File: src/rtl/alu_exec_stage.sv
// -----------------------------------------------------------------------------
// alu_exec_stage
//
// Execute stage that sits between the register file read ports and its write
// port. A decoded instruction is accepted over a valid/ready handshake. The
// register-file read addresses are driven combinationally from the offered
// instruction. The returned operands are captured on the accept edge. The stage
// then either executes a single-cycle ALU op or runs an iterative shift-and-add
// multiply over DSIZE cycles. Results return as a one-cycle write-back pulse.
//
// Parameters:
//   DSIZE    datapath width (must match register-file data width)
//   ASIZE    register address width (must match register-file address width)
//
// Ports:
//   clk      clock, rising edge
//   rst      asynchronous active-high reset
//   in_valid instruction offered
//   in_ready stage can accept (high only in IDLE)
//   in_op    opcode: 0 ADD, 1 SUB, 2 AND, 3 OR, 4 XOR, 5 SLT, 6 MUL, 7 NOP
//   in_rs1   source register 1
//   in_rs2   source register 2
//   in_rd    destination register
//   raddr1   register-file read address 1 (copy of in_rs1)
//   raddr2   register-file read address 2 (copy of in_rs2)
//   rdata1   register-file read data 1 (forwarded same-cycle writes included)
//   rdata2   register-file read data 2 (forwarded same-cycle writes included)
//   wen      write-back enable, one-cycle pulse
//   waddr    write-back register
//   wdata    write-back data
//   busy     high while a multiply is iterating
// -----------------------------------------------------------------------------
module alu_exec_stage #(
    parameter int DSIZE = 16,
    parameter int ASIZE = 4
) (
    input  logic             clk,
    input  logic             rst,
    input  logic             in_valid,
    output logic             in_ready,
    input  logic [2:0]       in_op,
    input  logic [ASIZE-1:0] in_rs1,
    input  logic [ASIZE-1:0] in_rs2,
    input  logic [ASIZE-1:0] in_rd,
    output logic [ASIZE-1:0] raddr1,
    output logic [ASIZE-1:0] raddr2,
    input  logic [DSIZE-1:0] rdata1,
    input  logic [DSIZE-1:0] rdata2,
    output logic             wen,
    output logic [ASIZE-1:0] waddr,
    output logic [DSIZE-1:0] wdata,
    output logic             busy
);

    localparam logic [0:0] IDLE = 1'b0;
    localparam logic [0:0] MUL  = 1'b1;

    localparam logic [2:0] OP_ADD = 3'd0;
    localparam logic [2:0] OP_SUB = 3'd1;
    localparam logic [2:0] OP_AND = 3'd2;
    localparam logic [2:0] OP_OR  = 3'd3;
    localparam logic [2:0] OP_XOR = 3'd4;
    localparam logic [2:0] OP_SLT = 3'd5;
    localparam logic [2:0] OP_MUL = 3'd6;
    localparam logic [2:0] OP_NOP = 3'd7;

    localparam int CW = $clog2(DSIZE) + 1;

    logic [0:0]       state;
    logic [DSIZE-1:0] mul_a;
    logic [DSIZE-1:0] mul_b;
    logic [DSIZE-1:0] acc;
    logic [CW-1:0]    cnt;
    logic [ASIZE-1:0] mul_rd;

    logic             accept;
    logic [DSIZE-1:0] alu_result;
    logic [DSIZE-1:0] acc_next;
    logic             last_iter;

    // Read addresses go straight out so the register file returns operands
    // in the same cycle the instruction is offered.
    assign raddr1   = in_rs1;
    assign raddr2   = in_rs2;

    assign in_ready = (state == IDLE);
    assign busy     = (state == MUL);
    assign accept   = in_valid && in_ready;

    // One shift-and-add step; the final step's value is the write-back data.
    assign acc_next  = mul_b[0] ? acc + mul_a : acc;
    assign last_iter = (cnt == CW'(DSIZE - 1));

    always_comb begin
        // NOTE: default assignment first so no path leaves alu_result unassigned (no latch).
        alu_result = '0;
        case (in_op)
            OP_ADD:  alu_result = rdata1 + rdata2;
            OP_SUB:  alu_result = rdata1 - rdata2;
            OP_AND:  alu_result = rdata1 & rdata2;
            OP_OR:   alu_result = rdata1 | rdata2;
            OP_XOR:  alu_result = rdata1 ^ rdata2;
            OP_SLT:  alu_result = DSIZE'($signed(rdata1) < $signed(rdata2));
            default: alu_result = '0;
        endcase
    end

    // NOTE: state registers use non-blocking assignments so every register
    // samples the pre-edge values, independent of statement order.
    always_ff @(posedge clk or posedge rst) begin
        if (rst) begin
            state  <= IDLE;
            mul_a  <= '0;
            mul_b  <= '0;
            acc    <= '0;
            cnt    <= '0;
            mul_rd <= '0;
            wen    <= 1'b0;
            waddr  <= '0;
            wdata  <= '0;
        end else begin
            // Write-back is a pulse: it only survives a cycle if re-asserted.
            wen <= 1'b0;

            if (state == IDLE) begin
                if (accept) begin
                    if (in_op == OP_MUL) begin
                        mul_a  <= rdata1;
                        mul_b  <= rdata2;
                        mul_rd <= in_rd;
                        acc    <= '0;
                        cnt    <= '0;
                        state  <= MUL;
                    end else if (in_op != OP_NOP && in_rd != '0) begin
                        // waddr/wdata only move on a real write so they hold
                        // their last values otherwise.
                        wen   <= 1'b1;
                        waddr <= in_rd;
                        wdata <= alu_result;
                    end
                end
            end else begin
                acc   <= acc_next;
                mul_a <= mul_a << 1;
                mul_b <= mul_b >> 1;
                cnt   <= cnt + 1'b1;
                if (last_iter) begin
                    state <= IDLE;
                    if (mul_rd != '0) begin
                        wen   <= 1'b1;
                        waddr <= mul_rd;
                        wdata <= acc_next;
                    end
                end
            end
        end
    end

endmodule

File: config.mk
export PLATFORM = sky130hd
export DESIGN_NAME = alu_exec_stage
export DESIGN_NICKNAME = d
export VERILOG_FILES = /design/src/rtl/alu_exec_stage.sv
export SDC_FILE = /design/constraint.sdc
export NUM_CORES = 1
export LEC_CHECK = 0
export BUFFER_PORTS_ARGS = -buffer_cell sky130_fd_sc_hd__buf_2
export CAP_MARGIN = 30
export CORE_MARGIN = 3
export CORE_UTILIZATION = 37
export CTS_CLUSTER_DIAMETER = 80
export DETAILED_ROUTE_END_ITERATION = 16
export PLACE_DENSITY = 0.61
export SLEW_MARGIN = 20
export SYNTH_ARGS = -nofsm -noshare
export SYNTH_HDL_FRONTEND = slang
export SYNTH_SLANG_ARGS = --single-unit
File: constraint.sdc
create_clock -name clk -period 2.9 [get_ports clk]
set_input_delay 0.29 -clock clk [delete_from_list [all_inputs] [get_ports clk]]
set_output_delay 0.29 -clock clk [all_outputs]
set_load 0.01 [all_outputs]
==> flow_summary_export.csv <==
group,metric,value,unit
status,outcome,"finished, final reports clean",
flow_run,maxCapViolations,0,
layout,fillerInstances,1733,
global_route,grt.overflow.total,0,
clocking,cts_tree,"built",
worst_setup_path,crit_family,"compound AO/OA/AOI/OAI gates",
yosys,post_synth_inst_count,864,
yosys,number_of_nets_produced_by_synthesis,987,
yosys,synth_async_sr_flop_share,100.0,%
floorplanning,io_pins,81,
drt,number_of_detailed_route_iterations_in_the_first_pass,5,
floorplanning,fp.dieW,140.5,um
clocking,ctsHtreeMaxLevel,3,
place,placed_area,0.007591,mm^2
layout,ff_latch_area,0.001978,mm^2
floorplanning,chip_height,140.5,um
yosys,synth_seq_cells,79,
drt,detail_route.vias_per_cell,5.348,
yosys,synth_compound_gate_area_share,25.37,%
yosys,seq_area_frac_synth,29.52,%
drt,via_count,6327,
pwr,power.static_leakage,3.815,nW
pwr,seqPwrFrac,33.0,%
timing,max_clock_freq,362.1,MHz
global_route,grtUsageMet2,31.91,%
pwr,post_layout_total_power,5.701,mW
worst_setup_path,max_stage_delay,0.43,ns
global_route,gr-max-usage-layer,"met2",
timing,finalSetupViolCount,0,
worst_setup_path,worstPathCellList,"ha_1 > a21o_2 > o41ai_4 > o21ai_2 > a21oi_4 > o21ai_2 > a2111o_1 > o32a_1",
timing,timing_max_transition_violations_final,0,
drt,wl_per_cell,16.56,um
drt,drc,0,
timing,fin_crit,2.762,ns
global_route,grt_antenna_before_repair,1,
global_route,maximum_number_of_pins_on_one_net_before_global_route_repair,39,
clocking,clk_path_buf_depth,2,
worst_hold_path,min-delay-path-class,"input pin to register",
drt,ant_nets,0,
place,finalWeightedCongestion,0.9654,
clocking,clock-root-buffer,"sky130_fd_sc_hd__clkbuf_16",
global_route,globalRouteMet3Util,3.312,%
pwr,vdd_ir_drop_max,0.4021,mV
global_route,grtUsageMet1,28.84,%
global_route,grt_util_all_layers,20.17,%
worst_setup_path,worst_setup_path_end_kind,"register",
yosys,muxShareOfSynthArea,3.457,%
yosys,yosysUniqueCellTypes,60,
global_route,grt_pass1_vias,6164,
yosys,xor_and_xnor_area_share_after_synthesis,3.401,%
place,io_buffer_count,64,
timing,grt_setup_unrepaired,"no",
pwr,p_int,3.387,mW
clocking,worst_skew_pair.late_latency,0.34,ns
drt,detail_route.iter0.violations,448,
floorplanning,initial_core_util,38.32,%
timing,post-route-period-util,95.24,%
layout,antennaDiodeCount,0,
pwr,power_switching,2.314,mW
clocking,cts_inserted_buffers,9,
yosys,main_combinational_cell_family_by_area_after_synthesis,"compound AO/OA/AOI/OAI gates",
layout,finish.net_count,1077,
worst_setup_path,crit_top_cell,"sky130_fd_sc_hd__o21ai_2",
layout,drive_above_1_share,18.37,%
floorplanning,placement_rows,48,
floorplanning,die_area,0.01975,mm^2
timing,worst_hold_slack,0.2057,ns
yosys,synth_edf_count,0,
floorplanning,core_area,0.01748,mm^2
yosys,synthFlopType,"sky130_fd_sc_hd__dfrtp_1",
worst_setup_path,timing.critical_path.buf_inv,0,
yosys,synth_simple_gate_area_share,17.32,%
yosys,synth_adder_area_share,13.98,%
layout,final_common_cell,"sky130_fd_sc_hd__nand2_1",
timing,final.setup_skew,0.006440,ns
worst_setup_path,critical_path_start_type,"register",
layout,area_growth_from_synthesis_to_layout,18.70,%
timing,worstMarginPinSlew,0.7005,ns
pwr,share_of_total_power_consumed_by_net_switching,40.58,%
place,dpl.hpwl,15060,um
global_route,grt_pass1_wl,32260,um
clocking,clock_sink_count,79,
worst_setup_path,critPathSlowestCell,"sky130_fd_sc_hd__a2111o_1",
pwr,power.combinational.fraction,44.3,%
timing,worst_slew_margin_rel,53.25,%
timing,hold_violations,0,
yosys,synthesis.area,0.006696,mm^2
pwr,power_per_cell_area,717.2,mW/mm^2
yosys,syn-mean-instance-area,7.750,um^2
place,placed_cells,1167,
worst_setup_path,worst-path-max-fanout,6,
layout,final_instance_area,0.007949,mm^2
drt,drt_wl_total,19590,um
pwr,power.share.clock,22.7,%
clocking,cts.clk_slew.worst_paths,0.06,ns
layout,finalNonFillerCells,1183,
worst_setup_path,cp_data_required_time,3.13,ns
yosys,synth.yosys.warnings,0,
worst_setup_path,data_arrival_critical_path,2.99,ns
worst_setup_path,critPathKind,"register to register",
layout,multiInputGateArea,0.004287,mm^2
layout,final_cell_mix,"sky130_fd_sc_hd__nand2_1, sky130_fd_sc_hd__nor2_1, sky130_fd_sc_hd__a21oi_1",
==> per-layer routing <==
| metal | routed length, um | vias up |
|---|---|---|
| li1 | - | 3172 |
| met1 | 9619 | 2984 |
| met2 | 8770 | 149 |
| met3 | 852 | 22 |
| met4 | 346 | 0 |
| met5 | 0 | - |
==> stage by stage <==
step	TNS (ns)	worst slack [ns]	util [%]
after floorplan	0	0.2897	-
after CTS	0	0.06721	45.43
after detailed placement	-0.02147	-0.02147	43.44
after global routing	0	0.01136	45.48
final	0	0.1381	45.48
after global placement	0	0.03142	43.44
==> layout make-up <==
| class | instances | share of cell area (%) |
|---|---|---|
| Clock inverter | 3 | 0.8185 |
| Clock buffer | 12 | 3.353 |
| Tap cell | 225 | 3.542 |
| Sequential cell | 79 | 24.89 |
| Timing Repair Buffer | 134 | 10.67 |
| Multi-Input combinational cell | 671 | 53.93 |
| Inverter | 59 | 2.802 |
==> power by group through the flow <==
stage,logic [mW],registers (mW),clock network [mW]
global placement,2.48,1.89,0
CTS,2.53,1.88,1.32
global route,2.87,1.94,1.36
finish,2.53,1.88,1.29
detailed placement,2.51,1.90,0
floorplan,1.71,1.83,0
==> final timing paths <==
kind	slack, ns	end	start	cells past startpoint
max	0.14	wdata[15]	mul_a[6]	8
min	0.21	mul_rd[2]	in_rd[2]	2
max reg2reg	0.14	wdata[15]	mul_a[6]	8
min reg2reg	0.49	mul_b[10]	mul_b[11]	2
max in group asynchronous	1.82	busy	rst	4
min in group asynchronous	0.45	mul_rd[0]	rst	3
==> cells in the mapped netlist (5+ instances only) <==
library cell | n | share of area [%]
sky130_fd_sc_hd__a31oi_1 | 12 | 1.1
sky130_fd_sc_hd__nand2b_1 | 7 | 0.65
sky130_fd_sc_hd__a21oi_1 | 89 | 6.7
sky130_fd_sc_hd__nor2_1 | 104 | 5.8
sky130_fd_sc_hd__inv_1 | 59 | 3.3
sky130_fd_sc_hd__nor3_1 | 15 | 1.1
sky130_fd_sc_hd__mux2i_1 | 13 | 1.9
sky130_fd_sc_hd__nand3_1 | 16 | 1.2
sky130_fd_sc_hd__buf_4 | 9 | 1.0
sky130_fd_sc_hd__dfrtp_1 | 79 | 30
sky130_fd_sc_hd__nand2_1 | 108 | 6.1
sky130_fd_sc_hd__a211oi_1 | 11 | 1.2
sky130_fd_sc_hd__o21ai_0 | 80 | 6.0
sky130_fd_sc_hd__xnor2_1 | 18 | 2.4
sky130_fd_sc_hd__o21bai_1 | 9 | 1.0
sky130_fd_sc_hd__buf_1 | 5 | 0.28
sky130_fd_sc_hd__and3_1 | 8 | 0.75
sky130_fd_sc_hd__mux2_2 | 9 | 1.5
sky130_fd_sc_hd__a21o_1 | 5 | 0.56
sky130_fd_sc_hd__clkbuf_1 | 38 | 2.1
sky130_fd_sc_hd__o21a_1 | 7 | 0.78
sky130_fd_sc_hd__o22ai_1 | 11 | 1.0
sky130_fd_sc_hd__o31ai_1 | 5 | 0.56
sky130_fd_sc_hd__ha_1 | 70 | 13
sky130_fd_sc_hd__nor2b_1 | 7 | 0.65
sky130_fd_sc_hd__xor2_1 | 8 | 1.0
==> cells by family after synthesis <==
group,count (synthesis)
buf+inv,114
simple gates,276
compound gates,274
xor+xnor,26
mux,22
fa+ha+maj,73
flops,79
==> flip-flops by register name, indices dropped and copies added (netlist names) <==
name and count:
mul_a 16, mul_b 16, mul_rd 4, busy 1, waddr 4, acc 16
cnt 5, wdata 16, wen 1
==> repair_timing <==
item,in CTS,in global routing
hold buffers,1,0
pin swaps,0,7
endpoints found under the setup margin,1,3
buffers inserted,0,0
resized for setup,1,4
endpoints found under the hold margin,17,0
No activity file was read; power rests on OpenSTA's default activity.
